--- src/rtl/vga_timing_generator.sv ---
// vga_timing_generator: VGA raster counters with registered sync, blank and colour outputs
module vga_timing_generator #(
  parameter int H_ACTIVE      = 640,
  parameter int H_FRONT       = 16,
  parameter int H_SYNC        = 96,
  parameter int H_BACK        = 48,
  parameter int V_ACTIVE      = 480,
  parameter int V_FRONT       = 10,
  parameter int V_SYNC        = 2,
  parameter int V_BACK        = 33,
  parameter bit H_SYNC_ACTIVE = 1'b0,
  parameter bit V_SYNC_ACTIVE = 1'b0,
  parameter int COUNTER_WIDTH = 10
) (
  input  logic                     clk,
  input  logic                     rst_n,
  input  logic                     pixel_en,
  input  logic [3:0]               r_in,
  input  logic [3:0]               g_in,
  input  logic [3:0]               b_in,
  output logic [COUNTER_WIDTH-1:0] x,
  output logic [COUNTER_WIDTH-1:0] y,
  output logic [3:0]               r,
  output logic [3:0]               g,
  output logic [3:0]               b,
  output logic                     horizontal_sync,
  output logic                     vertical_sync,
  output logic                     video_output,
  output logic                     frame_done
);
  localparam int H_TOTAL = H_ACTIVE + H_FRONT + H_SYNC + H_BACK;
  localparam int V_TOTAL = V_ACTIVE + V_FRONT + V_SYNC + V_BACK;
  localparam int CW = COUNTER_WIDTH;
  logic [CW-1:0] h, v;
  logic h_end, v_end, active, hs_on, vs_on;
  always_comb begin
    h_end  = h == CW'(H_TOTAL - 1);
    v_end  = v == CW'(V_TOTAL - 1);
    active = (h < CW'(H_ACTIVE)) && (v < CW'(V_ACTIVE));
    hs_on  = (h >= CW'(H_ACTIVE + H_FRONT)) && (h < CW'(H_ACTIVE + H_FRONT + H_SYNC));
    vs_on  = (v >= CW'(V_ACTIVE + V_FRONT)) && (v < CW'(V_ACTIVE + V_FRONT + V_SYNC));
  end
  assign x = h;
  assign y = v;
  // Outputs decode the pre-edge counter, so they trail x/y by one pixel tick
  always_ff @(posedge clk) begin
    if (!rst_n) begin
      h               <= '0;
      v               <= '0;
      video_output    <= 1'b0;
      {r, g, b}       <= 12'h0;
      horizontal_sync <= ~H_SYNC_ACTIVE;
      vertical_sync   <= ~V_SYNC_ACTIVE;
      frame_done      <= 1'b0;
    end else if (pixel_en) begin
      h               <= h_end ? '0 : h + 1'b1;
      v               <= h_end ? (v_end ? '0 : v + 1'b1) : v;
      video_output    <= active;
      {r, g, b}       <= active ? {r_in, g_in, b_in} : 12'h0;
      horizontal_sync <= hs_on ? H_SYNC_ACTIVE : ~H_SYNC_ACTIVE;
      vertical_sync   <= vs_on ? V_SYNC_ACTIVE : ~V_SYNC_ACTIVE;
      frame_done      <= h_end && v_end;
    end else begin
      frame_done      <= 1'b0;
    end
  end
endmodule

--- config.mk ---
export PLATFORM = sky130hd
export DESIGN_NAME = vga_timing_generator
export DESIGN_NICKNAME = d
export VERILOG_FILES = /design/src/rtl/vga_timing_generator.sv
export SDC_FILE = /design/constraint.sdc
export NUM_CORES = 1
export LEC_CHECK = 0
export ABC_CLOCK_PERIOD_IN_PS = 3100
export CAP_MARGIN = 15
export CORE_MARGIN = 2
export CORE_UTILIZATION = 49
export DETAILED_ROUTE_END_ITERATION = 12
export GPL_ROUTABILITY_DRIVEN = 0
export PLACE_DENSITY = 0.91
export SLEW_MARGIN = 20
export SYNTH_ARGS = -nofsm -noshare
export SYNTH_HDL_FRONTEND = slang
export SYNTH_SLANG_ARGS = --single-unit
--- constraint.sdc ---
create_clock -name clk -period 3.1 [get_ports clk]
set_input_delay 0.62 -clock clk [delete_from_list [all_inputs] [get_ports clk]]
set_output_delay 0.62 -clock clk [all_outputs]
set_load 0.02 [all_outputs]
# Word level (Yosys, flattened, before mapping)
# Cells that the tools add are included.
[op_classes] add_sub_neg=2 magnitude_cmp=6 eq_ne=2 muxes=5 reduce_logical=6
[op_table] cell="10-bit by 1-bit adder with 10-bit output (second input constant)" count=2
[op_table] cell="10-bit equality test (second input constant)" count=2
[op_table] cell="10-bit less-than comparator (second input constant)" count=2
[op_table] cell="10-bit by 9-bit less-than comparator with 1-bit output (second input constant)" count=2
[op_table] cell="10-bit 2-to-1 mux" count=2
[op_table] cell="12-bit 2-to-1 mux" count=1
[op_table] cell="10-bit greater-or-equal comparator (second input constant)" count=1
[op_table] cell="10-bit by 9-bit greater-or-equal comparator with 1-bit output (second input constant)" count=1
[op_table] cell="1-bit logical AND" count=4
[op_table] cell="2-bit AND reduction" count=2
[op_table] cell="1-bit 2-to-1 mux" count=2
[word_totals] reg_bits=36 in_bits=15 out_inout_bits=36 elab_cells=30

# Depth between registers and ports, before layout
[logic_depth] word_depth=3 depth_mapped=7 depth_no_buf=6

# Least setup slack after synthesis
# Ideal clock, no wire load.
[synth_timing] path_kind="input-to-reg" start="input port pixel_en" end="register v[8], in the netlist y[8]" setup_ns=0.066 arrival_ns=1.934 required_time_ns=3.034 path_slack_ns=1.099 stages=7 n_path_buf=3 cell_sequence="buf_4 -> and4_1 -> buf_4 -> nand4_2 -> buf_6 -> or4_4 -> a21oi_2"
[synth_via] elab_chain_len=1
[synth_lines] element="start, declared" line_no="17" source="input logic pixel_en,"
[synth_lines] element="2-bit AND reduction (no line)"
[synth_lines] element="end signal, assigned" line_no="57" source="v <= h_end ? (v_end ? '0 : v + 1'b1) : v;"
[synth_lines] element="end, declared" line_no="34" source="logic [CW-1:0] h, v;"
# No other way between the ends.
# A chain may end at the register's enable or synchronous reset.

# Final worst setup path
[layout_timing] start="register h[5], in the netlist x[5]" end="output port x[5]"
[layout_rtl] element="start, declared" line_no="34"
[layout_rtl] element="start signal, assigned" line_no="56" source="h <= h_end ? '0 : h + 1'b1;"
[layout_rtl] element="end, declared" line_no="21" source="output logic [COUNTER_WIDTH-1:0] x,"
# No word-level cell between the ends.

==> impl_metrics.csv <==
group,metric,value,unit
setup_path,critical_path_depth,1,
setup_path,critPathArrivalTime,1550,ps
layout,instances_no_fill,267,
setup_path,rrSetupSlack,1060,ps
sta,finalHoldViolations,0,
placement,place_ws,596,ps
clock_tree,cts_sinks,36,
detailed_routing,drt-total-wl,3680,µm
floorplanning,die_height,60.9,µm
layout,layout.nets,244,
sta,skew,4.07,ps
setup_path,path_buf_inv,1,
clock_tree,cts_tree,"yes",
detailed_routing,vias,1469,
placement,hpwl,2640,µm
setup_path,path_class,"flip-flop to output port",
sta,slew_viol_final,0,
floorplanning,num_rows,20,
logic_synthesis,synthCells,176,
sta,slew_headroom,68.6,%
clock_tree,cts_resized,0,
logic_synthesis,yosys_warnings,0,
sta,whs,486,ps
global_routing,antenna_found_initial,0,
clock_tree,cts_hold_buf,0,
detailed_routing,drc_errors,0,
sta,worst_pin_slew,469,ps
floorplanning,initial_core_util,51.6,%
logic_synthesis,synth_edf_count,0,
logic_synthesis,syn_nets,195,
detailed_routing,drt_iter0_markers,63,
flow_run,drv_cap,0,
floorplanning,ios,51,
setup_path,critPathMaxStageDelay,680,ps
global_routing,grt_pass1_wl,6010,µm
pwr,ir_worst_vdd,0.286,mV
sta,finalCritPeriodShare,70.1,%
placement,io_buffers,50,
sta,rsz0062_at_grt,"false",
clock_tree,root_buffer,"clkbuf_4",
logic_synthesis,synth_seq_cells,36,
setup_path,critPathRequiredTime,2480,ps
logic_synthesis,synth.yosys.seq_area_share,45.4,%
layout,drive_gt1_share,6.28,%
sta,fmax,460,MHz
layout,diodes,0,
setup_path,cp_slowest_cell,"clkdlybuf4s50_1",
setup_path,path_cells,"clkdlybuf4s50_1",
clock_tree,insertion_delay,330,ps
floorplanning,dieArea,0.00371,mm²
hold_path,hold-path-cell-count,2,
setup_path,end_kind,"output port",
detailed_routing,wl_per_cell,13.8,µm
layout,area_delta_synth_final,34.8,%
clock_tree,postCtsSetupBuffers,0,
layout,layout_commonest_cell,"clkdlybuf4s50_1",
placement,dp_cells,262,
logic_synthesis,yosysUniqueCellTypes,35,
logic_synthesis,synthArstFlopShare,0,%
pwr,power_density,370,mW/mm²
global_routing,grt_use_total,22.0,%
logic_synthesis,syn_avg_cell_area,9.02,µm²
setup_path,reg2reg_depth,6,
detailed_routing,ant_nets,0,
status,status,"completed",
clock_tree,htreeDepth,2,
clock_tree,clk_path_buf_depth,2,
pwr,p_leak,0.751,nW
logic_synthesis,synth_area,0.00159,mm²
layout,final_cell_mix,"clkdlybuf4s50_1, dfxtp_1, nor2_1",
clock_tree,clk_pin_slew,100,ps
floorplanning,die_x,60.9,µm
setup_path,critical_path.top_delay_family,"buffers and inverters",
hold_path,hold_path.class,"flip-flop to flip-flop",
sta,fin_crit,2170,ps
global_routing,grt_pass1_vias,1373,
logic_synthesis,synthFlopType,"dfxtp_1",
detailed_routing,firstDrtPassIters,5,
floorplanning,core-area,0.00308,mm²
global_routing,grt_overflow_total,0,
detailed_routing,routed_via_density,5.50,
sta,tns,0,ps
sta,setup_viol,0,
setup_path,cp_max_fo,9,
global_routing,grt_max_degree,19,
sta,fin_ws,926,ps
clock_tree,cts-buffers-inserted,5,
setup_path,start_kind,"flip-flop",
synthesized netlist by cell type, types with 2 or more instances:
master    instances  share of area (%)
dfxtp_1          36                 45
nor2_1           25                5.9
a22oi_1          12                5.7
a21oi_1           9                2.8
nand2_1           9                2.1
o21ai_0           9                2.8
or3_1             7                2.8
inv_1             6                1.4
nand3_1           6                1.9
xnor2_1           6                3.3
nand4_1           5                2.0
clkbuf_1          4               0.95
ha_1              4                3.2
nor3_1            4                1.3
xor2_1            4                2.2
and2_1            3                1.2
and4_1            3                1.7
buf_4             3                1.4
and3_1            2               0.79
buf_6             2                1.4
nand4b_1          2                1.1
nor4b_1           2                1.1
path summary, 6_finish.rpt:
| path | from | to |
|---|---|---|
| setup reg to reg | x[1]$_SDFFE_PN0P_ | y[8]$_SDFFE_PN0P_ |
| setup / recovery | x[5]$_SDFFE_PN0P_ | x[5] |
| hold reg to reg | vertical_sync$_SDFFE_PN1P_ | vertical_sync$_SDFFE_PN1P_ |
| hold / removal | vertical_sync$_SDFFE_PN1P_ | vertical_sync$_SDFFE_PN1P_ |
routing by layer:
metal	wire length (µm)	global-route usage [%]	part of all wire, %
met1	1660	26.0	45
met2	1710	36.6	46
met3	253	8.53	6.9
met4	57	7.45	1.5
met5	0	0	0
flip-flops by register name, indices dropped and copies added (netlist names):
name             count
g                    4
horizontal_sync      1
vertical_sync        1
y                   10
r                    4
frame_done           1
b                    4
x                   10
video_output         1
cell families (layout without fill, tap and decap cells):
logic type	after synthesis	count (layout)	synth area share, %
DFF	36	36	45.4
adders and majority gates	4	4	3.15
AOI/OAI and AO/OA	34	34	13.5
buffers and inverters	18	65	5.99
muxes	1	1	0.630
xor gates and xnor gates	10	10	5.52
and+or+nand+nor	73	73	25.8
power by group:
part	switching [mW]	internal, mW
logic	0.0464	0.0488
clock network	0.138	0.0757
registers	0.00868	0.474
cell type report:
type                       count  area [µm²]
fill                         253         937
inverter                       7        26.3
clock buffer                   5        37.5
timing repair buffer          53         523
tap                           44        55.1
sequential                    36         721
multi-input combinational    122         778
per-stage QoR:
step                area, µm²  util [%]  power (mW)
finish                   2140      69.6       0.792
global route             2140      69.6       0.831
CTS                      2140      69.6       0.804
detailed placement       2100      68.3       0.589
global placement         2100      68.3       0.586
floorplan                1590         -       0.537
No activity file was read; power rests on OpenSTA's default activity.
